===== src/rtl/fetch_unit.sv =====
// fetch_unit: instruction-fetch front end. Owns the fetch PC, issues one
// request at a time to instruction memory over valid/ready, and buffers the
// returned words in a small circular prefetch queue that feeds decode.
// Redirects and clr flush the queue; a response still in flight for a
// request made before the flush is dropped when it arrives.
module fetch_unit #(
    parameter int              XLEN     = 32,
    parameter int              IWIDTH   = 32,
    parameter int              DEPTH    = 4,
    parameter logic [XLEN-1:0] RESET_PC = '0
) (
    input  logic                       clk,
    input  logic                       rst,
    input  logic                       clr,
    input  logic                       redirect,
    input  logic [XLEN-1:0]            redirect_pc,
    output logic                       imem_req_valid,
    input  logic                       imem_req_ready,
    output logic [XLEN-1:0]            imem_req_addr,
    input  logic                       imem_rsp_valid,
    input  logic [IWIDTH-1:0]          imem_rsp_data,
    output logic                       inst_valid,
    input  logic                       inst_ready,
    output logic [IWIDTH-1:0]          inst_data,
    output logic [XLEN-1:0]            inst_pc,
    output logic [XLEN-1:0]            pc_out,
    output logic [$clog2(DEPTH+1)-1:0] occupancy
);

    localparam int PW = $clog2(DEPTH);
    localparam int CW = $clog2(DEPTH+1);
    localparam logic [CW-1:0] DEPTH_C = CW'(DEPTH);

    // Architectural state
    logic [XLEN-1:0] fetch_pc_q, fetch_pc_d;
    logic [XLEN-1:0] req_pc_q, req_pc_d;
    logic            run_q;
    logic            outstanding_q, outstanding_d;
    logic            discard_q, discard_d;
    logic [PW-1:0]   head_q, head_d;
    logic [PW-1:0]   tail_q, tail_d;
    logic [CW-1:0]   count_q, count_d;

    // Queue storage: one {pc, word} pair per entry
    logic [XLEN-1:0]   pc_mem   [DEPTH];
    logic [IWIDTH-1:0] word_mem [DEPTH];

    logic req_fire, rsp_fire, flush, push, pop;
    logic [XLEN-1:0] flush_pc;

    // The low two bits of a redirect target are dropped by alignment.
    logic unused_align;
    assign unused_align = ^redirect_pc[1:0];

    assign imem_req_valid = run_q & ~outstanding_q & (count_q < DEPTH_C);
    assign imem_req_addr  = fetch_pc_q;
    assign inst_valid     = (count_q != '0);
    assign inst_data      = word_mem[head_q];
    assign inst_pc        = pc_mem[head_q];
    assign pc_out         = fetch_pc_q;
    assign occupancy      = count_q;

    assign req_fire = imem_req_valid & imem_req_ready;
    assign rsp_fire = imem_rsp_valid & outstanding_q;
    assign flush    = clr | redirect;
    assign flush_pc = clr ? RESET_PC : {redirect_pc[XLEN-1:2], 2'b00};
    // A flush in the same cycle kills both the incoming word and any pop.
    assign push     = rsp_fire & ~discard_q & ~flush;
    assign pop      = inst_valid & inst_ready & ~flush;

    // Next-state: request tracking, fetch PC and queue pointers
    always_comb begin
        fetch_pc_d    = fetch_pc_q;
        req_pc_d      = req_pc_q;
        outstanding_d = outstanding_q;
        discard_d     = discard_q;
        head_d        = head_q;
        tail_d        = tail_q;
        count_d       = count_q;

        if (req_fire) begin
            outstanding_d = 1'b1;
            req_pc_d      = fetch_pc_q;
            fetch_pc_d    = fetch_pc_q + XLEN'(4);
        end else if (rsp_fire) begin
            outstanding_d = 1'b0;
            discard_d     = 1'b0;
        end

        if (flush) begin
            fetch_pc_d = flush_pc;
            head_d     = '0;
            tail_d     = '0;
            count_d    = '0;
            // Anything still owed by memory after this edge is now stale.
            if (req_fire || (outstanding_q && !imem_rsp_valid)) begin
                outstanding_d = 1'b1;
                discard_d     = 1'b1;
            end
        end else begin
            if (push) tail_d = tail_q + PW'(1);
            if (pop)  head_d = head_q + PW'(1);
            if (push && !pop)
                count_d = count_q + CW'(1);
            else if (!push && pop)
                count_d = count_q - CW'(1);
        end
    end

    // State registers with asynchronous active-low reset
    always_ff @(posedge clk or negedge rst) begin
        if (!rst) begin
            fetch_pc_q    <= RESET_PC;
            req_pc_q      <= RESET_PC;
            run_q         <= 1'b0;
            outstanding_q <= 1'b0;
            discard_q     <= 1'b0;
            head_q        <= '0;
            tail_q        <= '0;
            count_q       <= '0;
        end else begin
            fetch_pc_q    <= fetch_pc_d;
            req_pc_q      <= req_pc_d;
            run_q         <= 1'b1;
            outstanding_q <= outstanding_d;
            discard_q     <= discard_d;
            head_q        <= head_d;
            tail_q        <= tail_d;
            count_q       <= count_d;
        end
    end

    // Per-entry write of returned words; storage needs no reset because
    // count gates visibility of every entry.
    generate
        for (genvar gi = 0; gi < DEPTH; gi++) begin : g_entry
            always_ff @(posedge clk) begin
                if (push && (tail_q == PW'(gi))) begin
                    pc_mem[gi]   <= req_pc_q;
                    word_mem[gi] <= imem_rsp_data;
                end
            end
        end
    endgenerate

endmodule


===== config.mk =====
export PLATFORM = sky130hd
export DESIGN_NAME = fetch_unit
export DESIGN_NICKNAME = d
export VERILOG_FILES = /design/src/rtl/fetch_unit.sv
export SDC_FILE = /design/constraint.sdc
export NUM_CORES = 1
export LEC_CHECK = 0
export CORE_MARGIN = 2
export CORE_UTILIZATION = 30
export DETAILED_ROUTE_END_ITERATION = 12
export PLACE_DENSITY = 0.52
export SLEW_MARGIN = 10
export SYNTH_ARGS = -nofsm -noshare
export SYNTH_HDL_FRONTEND = slang
export SYNTH_SLANG_ARGS = --single-unit

===== constraint.sdc =====
create_clock -name clk -period 5.2 [get_ports clk]
set_input_delay 0.52 -clock clk [delete_from_list [all_inputs] [get_ports clk]]
set_output_delay 0.52 -clock clk [all_outputs]
set_load 0.01 [all_outputs]

==> flow_metrics.py, run 1 <==
metrics = {
    "outcome": {
        "status": "completed",
    },
    "timing": {
        "clock.fmax_mhz": 279,
        "fin_crit_sh": 0.690,
        "worst_pin_slew_ns": 1.08,
        "fin_setup_tns_ns": 0,
        "fin_worst_skew_ns": 0.0105,
        "slew_headroom": 0.281,
        "period_needed_ns": 3.59,
        "setup_ws_ns": 1.61,
        "rsz0062_at_grt": "no",
        "whs_ns": 0.480,
        "slew_violations": 0,
        "hold_viol_final": 0,
        "final-setup-viol-count": 0,
    },
    "placed_design": {
        "port-buffer-count": 195,
        "dp.final_hpwl_mm": 19.4,
        "gp_congestion": 0.763,
        "dp_cells": 1465,
        "dp_slack_ns": 1.94,
    },
    "synth": {
        "syn_area_per_cell_sq_um": 16.4,
        "synth-edff-count": 248,
        "netlist_area_sq_um": 12900,
        "yosys.area.top_type_share": 0.579,
        "yosysMostFrequentCell": "edfxtp_1",
        "syn_inst": 784,
        "synth_ff_type": "edfxtp_1",
        "synth_common_cells": "edfxtp_1, nand2_1, dfrtp_1, mux4_2, buf_4",
        "synthArstFlopShare": 0.220,
        "synth_seq_cells": 318,
        "synth_seq_area_share": 0.715,
        "synth_area_leaders": "edfxtp_1, dfrtp_1, mux4_2, nand2_1, buf_4",
        "yosysWarnings": 0,
        "synth_cell_types": 52,
        "synth.largest_area_cell": "edfxtp_1",
    },
    "clocking": {
        "insertion_delay_ns": 0.54,
        "root_buffer": "clkbuf_16",
        "cts.sinks": 318,
        "clkTransAtPathRegs_ns": 0.06,
        "cts_buffers": 37,
        "cts_max_level": 2,
        "cts_tree": "done",
        "cts_resized": 0,
        "cts_buffer_depth": 3,
    },
    "hold_path": {
        "hold_class": "in2async",
    },
    "finish": {
        "final_layout_size_suffix_gt1_frac": 0.153,
        "final_cells": 1535,
        "seq_area_sq_um": 9210,
        "fillers": 3907,
        "nNetsFinal": 1043,
        "multi_input_area_sq_um": 3230,
        "syn2layout_area_growth_pct": 28.3,
    },
    "detailed_routing": {
        "firstDrtPassIters": 4,
        "routedWlPerCell_microns": 20.5,
        "drt_iter0_drc": 515,
        "finalWirelength_mm": 31.4,
        "vias_per_cell": 4.69,
        "ant_nets": 0,
        "vias": 7195,
        "drc": 0,
    },
    "die": {
        "die_w_microns": 211,
        "row_count": 75,
        "die_area_sq_um": 44500,
        "chipHeight_microns": 211,
        "fp.coreArea_sq_um": 42100,
        "io_pins": 204,
        "start_util": 0.305,
    },
    "global_routing": {
        "grt-ovfl-total": 0,
        "grt_pass1_vias": 7497,
        "grt_max_degree": 64,
        "track_usage": 0.143,
        "grt_first_pass_wirelength_mm": 47.0,
        "grt_antenna_before_repair": 0,
    },
    "worst_setup_path": {
        "ff2ff_setup_slack_ns": 2.84,
        "cp-startpoint": "head_q[0]",
        "crit_arrival_ns": 3.07,
        "crit_path_end": "inst_data[0]",
        "cp_max_fo": 41,
        "crit_type": "reg2out",
        "cp-end-kind": "output port",
        "cp-start-kind": "flop",
        "r2r_end": "word_mem[2][2]",
        "cp_data_required_time_ns": 4.68,
        "r2r_cells": 4,
        "reg2reg_from": "outstanding_q",
    },
    "pwr": {
        "vdd_drop_max_mv": 0.179,
        "p_leak_nw": 5.67,
        "power_density_nw_per_um2": 351,
    },
    "flow_run": {
        "cap_violations": 0,
    },
}
[worst min path at each step]
stage	from	to	slack, ns	depth (start not counted)
after global placement	req_pc_q[2]	pc_mem[2][2]	0.50	0
after CTS	rst	imem_req_addr[16]	0.48	2
after global routing	rst	req_pc_q[4]	0.52	2
after detailed placement	req_pc_q[17]	pc_mem[1][17]	0.51	0
final	rst	req_pc_q[17]	0.48	2
after floorplan	rst	discard_q	0.22	0
[state kept, by name, summed over array words and instances, names as in the netlist]
| signal | count |
|---|---|
| word_mem | 128 |
| pc_mem | 120 |
| imem_req_addr | 30 |
| req_pc_q | 30 |
| occupancy | 3 |
| head_q | 2 |
| tail_q | 2 |
| discard_q | 1 |
| outstanding_q | 1 |
| run_q | 1 |
[report_power, final]
part           internal [mW]  total (mW)  switching, mW  leakage, nW
Sequential              2.82        2.90         0.0838         3.18
Combinational          0.173       0.325          0.152         1.90
Clock                   1.55        2.57           1.02        0.590
[area by class of cell]
class / count / area share
Sequential cell: 318 / 0.558
Timing Repair Buffer: 209 / 0.128
Antenna cell: 1 / 0.000152
Multi-Input combinational cell: 381 / 0.196
Tap cell: 539 / 0.0409
Inverter: 19 / 0.00432
Clock buffer: 48 / 0.0624
Clock inverter: 20 / 0.0111
[per-stage QoR]
stage                     power (mW)   util  cell area (sq um)
after floorplan                 3.08      -              12900
after global placement          3.28  0.363              15300
after detailed placement        3.28  0.363              15300
after global routing            6.01  0.392              16500
final                           5.79  0.392              16500
after CTS                       5.88  0.392              16500
[routing by layer]
layer / GRT usage / vias up / share of wire
met3: 0.0336 / 40 / 0.063
met2: 0.217 / 217 / 0.45
li1: - / 3301 / -
met4: 0.0500 / 0 / 0.023
met5: 0 / - / 0
met1: 0.200 / 3637 / 0.46
[critical path: stages (launching register included)]
cell and delay [ns]:
dfrtp_4 1.02, buf_4 0.42, mux4_2 0.53, clkdlybuf4s50_1 0.53
[cells by family after synthesis]
family | share of synthesized area
flip-flops | 0.715
AND/OR/NAND/NOR | 0.0780
buffers and inverters | 0.0374
AO/OA/AOI/OAI | 0.0335
XOR/XNOR | 0.0163
adder cells (fa/ha/maj) | 0.00642
other | 0.000584
multiplexers | 0.112
[layout by cell type, fill, tap and decap left out, drive strengths merged, types with 2 or more instances in the layout]
cell / Yosys / layout
conb: 2 / 7
nand2: 118 / 118
edfxtp: 248 / 248
a221oi: 2 / 2
nor4: 7 / 7
inv: 19 / 20
o21a: 10 / 10
xor2: 6 / 6
clkinvlp: 0 / 3
bufinv: 0 / 3
and2: 7 / 7
a211oi: 5 / 5
dfrtp: 70 / 70
buf: 44 / 14
nand3: 10 / 10
nor3b: 2 / 2
xnor2: 18 / 18
nor2b: 2 / 2
and4: 4 / 4
a21oi: 24 / 24
or2: 3 / 3
mux2i: 5 / 5
clkinv: 0 / 13
mux4: 62 / 62
o21ai: 15 / 15
clkbuf: 27 / 48
ha: 5 / 5
nor2: 24 / 24
clkdlybuf4s50: 0 / 194
or3: 3 / 3
nor3: 8 / 8
and3: 5 / 5
o31ai: 2 / 2
nand4: 11 / 11
[repair_timing]
action / 4_1_cts / 5_1_grt
hold buffers: 1 / 0
setup buffers: 0 / 0
hold endpoints to repair: 31 / 0
Power figures use the tool's default switching activity.
==> run 2, diff against run 1 <==
Settings changed: PLACE_DENSITY 0.52 to 0.53.
Clock period 5.2 ns to 3.1 ns, I/O delays scaled along.
==> run 2 against run 1 <==
Die area stayed put; clock power is 65% higher; register-to-register slack worse by 2.0 ns; global-route usage is 0.39 points higher; critical endpoint is now inst_pc[19]; cell area is 1.4% higher; hold slack worse by 0.13 ns.
==> flow_metrics.py, run 2 (synthesis results as in run 1) <==
metrics = {
    "die": {
        "fp.coreArea_sq_um": 42100,
        "chipHeight_microns": 211,
        "start_util": 0.305,
        "die_w_microns": 211,
        "die_area_sq_um": 44500,
        "row_count": 75,
        "io_pins": 204,
    },
    "finish": {
        "design_area_sq_um": 16700,
        "mostFrequentLayoutCells": "edfxtp_1, clkdlybuf4s50_1, nand2_1",
        "final_layout_size_suffix_gt1_frac": 0.165,
        "top_regs": "word_mem (128), pc_mem (120)",
        "nNetsFinal": 1063,
        "syn2layout_area_growth_pct": 30.1,
        "layout_commonest_cell": "edfxtp_1",
        "largest_reg_flops": 128,
        "fin_util": 0.397,
        "max_flop_register": "word_mem",
        "diodes": 0,
    },
    "global_routing": {
        "track_usage": 0.146,
        "grt-ovfl-total": 0,
        "grt_pass1_vias": 7526,
        "grt_max_degree": 55,
        "grt_first_pass_wirelength_mm": 48.3,
        "busiest_layer": "met2",
        "grt_util_met2": 0.230,
        "grt_antenna_before_repair": 0,
        "grtUsageMet1": 0.205,
        "use_met3": 0.0349,
    },
    "detailed_routing": {
        "drt_iter0_drc": 547,
        "routedWlPerCell_microns": 20.9,
        "ant_nets": 0,
        "vias_per_cell": 4.71,
        "drc": 0,
        "vias": 7319,
        "finalWirelength_mm": 32.4,
        "firstDrtPassIters": 5,
    },
    "placed_design": {
        "gp_congestion": 0.784,
        "placed_cell_area_sq_um": 15500,
        "dp.final_hpwl_mm": 21.2,
        "port-buffer-count": 195,
    },
    "worst_setup_path": {
        "crit_type": "reg2out",
        "ff2ff_setup_slack_ns": 0.86,
        "cpMaxStageDelayCell": "dfrtp_4",
        "crit_chain": "buf_4 -> mux4_2 -> clkdlybuf4s50_1",
        "cp_max_fo": 13,
        "slowest_delay_ns": 0.62,
        "r2r_cells": 6,
        "cp-end-kind": "output port",
        "cp-start-kind": "flop",
        "reg2reg_from": "imem_req_addr[2]",
        "crit_arrival_ns": 2.54,
        "cp_data_required_time_ns": 2.79,
        "r2r_end": "imem_req_addr[22]",
    },
    "clocking": {
        "insertion_delay_ns": 0.52,
        "cts_max_level": 2,
        "clkTransAtPathRegs_ns": 0.06,
        "cts_buffer_depth": 3,
        "cts.sinks": 318,
        "postCtsSetupBuffers": 0,
        "cts_buffers": 37,
        "cts_tree": "done",
        "root_buffer": "clkbuf_16",
    },
    "hold_path": {
        "hold_end": "imem_req_addr[25]",
        "hp-start": "redirect_pc[25]",
        "whs_path_depth": 3,
        "hold_class": "in2reg",
    },
    "timing": {
        "slew_violations": 0,
        "final-setup-viol-count": 0,
        "hold_viol_final": 0,
        "fin_worst_skew_ns": 0.0134,
        "period_needed_ns": 2.85,
        "clock.fmax_mhz": 351,
        "fin_crit_sh": 0.919,
        "fin_setup_tns_ns": 0,
        "worst_pin_slew_ns": 0.800,
        "rsz0062_at_grt": "no",
        "slew_headroom": 0.466,
    },
    "pwr": {
        "power_density_nw_per_um2": 579,
        "total_power_mw": 9.68,
        "p_leak_nw": 5.79,
        "vdd_drop_max_mv": 0.289,
    },
    "flow_run": {
        "cap_violations": 0,
    },
    "outcome": {
        "status": "completed",
    },
}
==> run 2: area by class of cell <==
class	instances	area, sq um
Timing Repair Buffer	229	2360
Tap cell	539	674
Clock buffer	48	1030
Multi-Input combinational cell	381	3230
Sequential cell	318	9210
Clock inverter	19	163
Inverter	19	71.3
Fill cell	3857	25400
==> run 2: stage by stage <==
stage | hold WS [ns] | worst slack (ns) | cells
2_1_floorplan | 0.0144 | 0.255 | 789
5_1_grt | 0.336 | 0.105 | 1553
4_1_cts | 0.326 | 0.148 | 1553
3_3_place_gp | 0.451 | 0.584 | 1485
3_5_place_dp | 0.455 | 0.547 | 1485
6_report | 0.351 | 0.250 | 1553
==> run 2: power by group <==
group	switching [mW]	leakage, nW	internal, mW
logic	0.278	2.03	0.300
clock network	1.67	0.588	2.59
registers	0.125	3.18	4.73
total	2.07	5.79	7.61
==> run 2: how the worst max path moves through the flow <==
| stage | from | end | slack [ns] |
|---|---|---|---|
| after floorplan | redirect | pc_mem[0][10] | 0.26 |
| after global placement | imem_rsp_valid | pc_mem[1][19] | 0.58 |
| after detailed placement | imem_rsp_valid | word_mem[2][3] | 0.55 |
| after CTS | head_q[0] | inst_pc[17] | 0.15 |
| after global routing | head_q[0] | inst_pc[17] | 0.11 |
| final | head_q[0] | inst_pc[19] | 0.25 |
==> run 2: per-layer routing <==
layer,vias up,share of wire
li1,3334,-
met1,3687,0.46
met2,262,0.46
met3,36,0.065
met4,0,0.016
met5,-,0
==> run 2: critical path, delay by kind of cell, from the launching register on <==
family | cells | cell delay, ns
flops | 1 | 0.62
mux | 1 | 0.58
buf+inv | 2 | 0.81
==> run 2: timing repair <==
item | in CTS | in global routing
hold endpoints to repair | 52 | 0
hold buffers | 1 | 0
resized for setup | 0 | 0
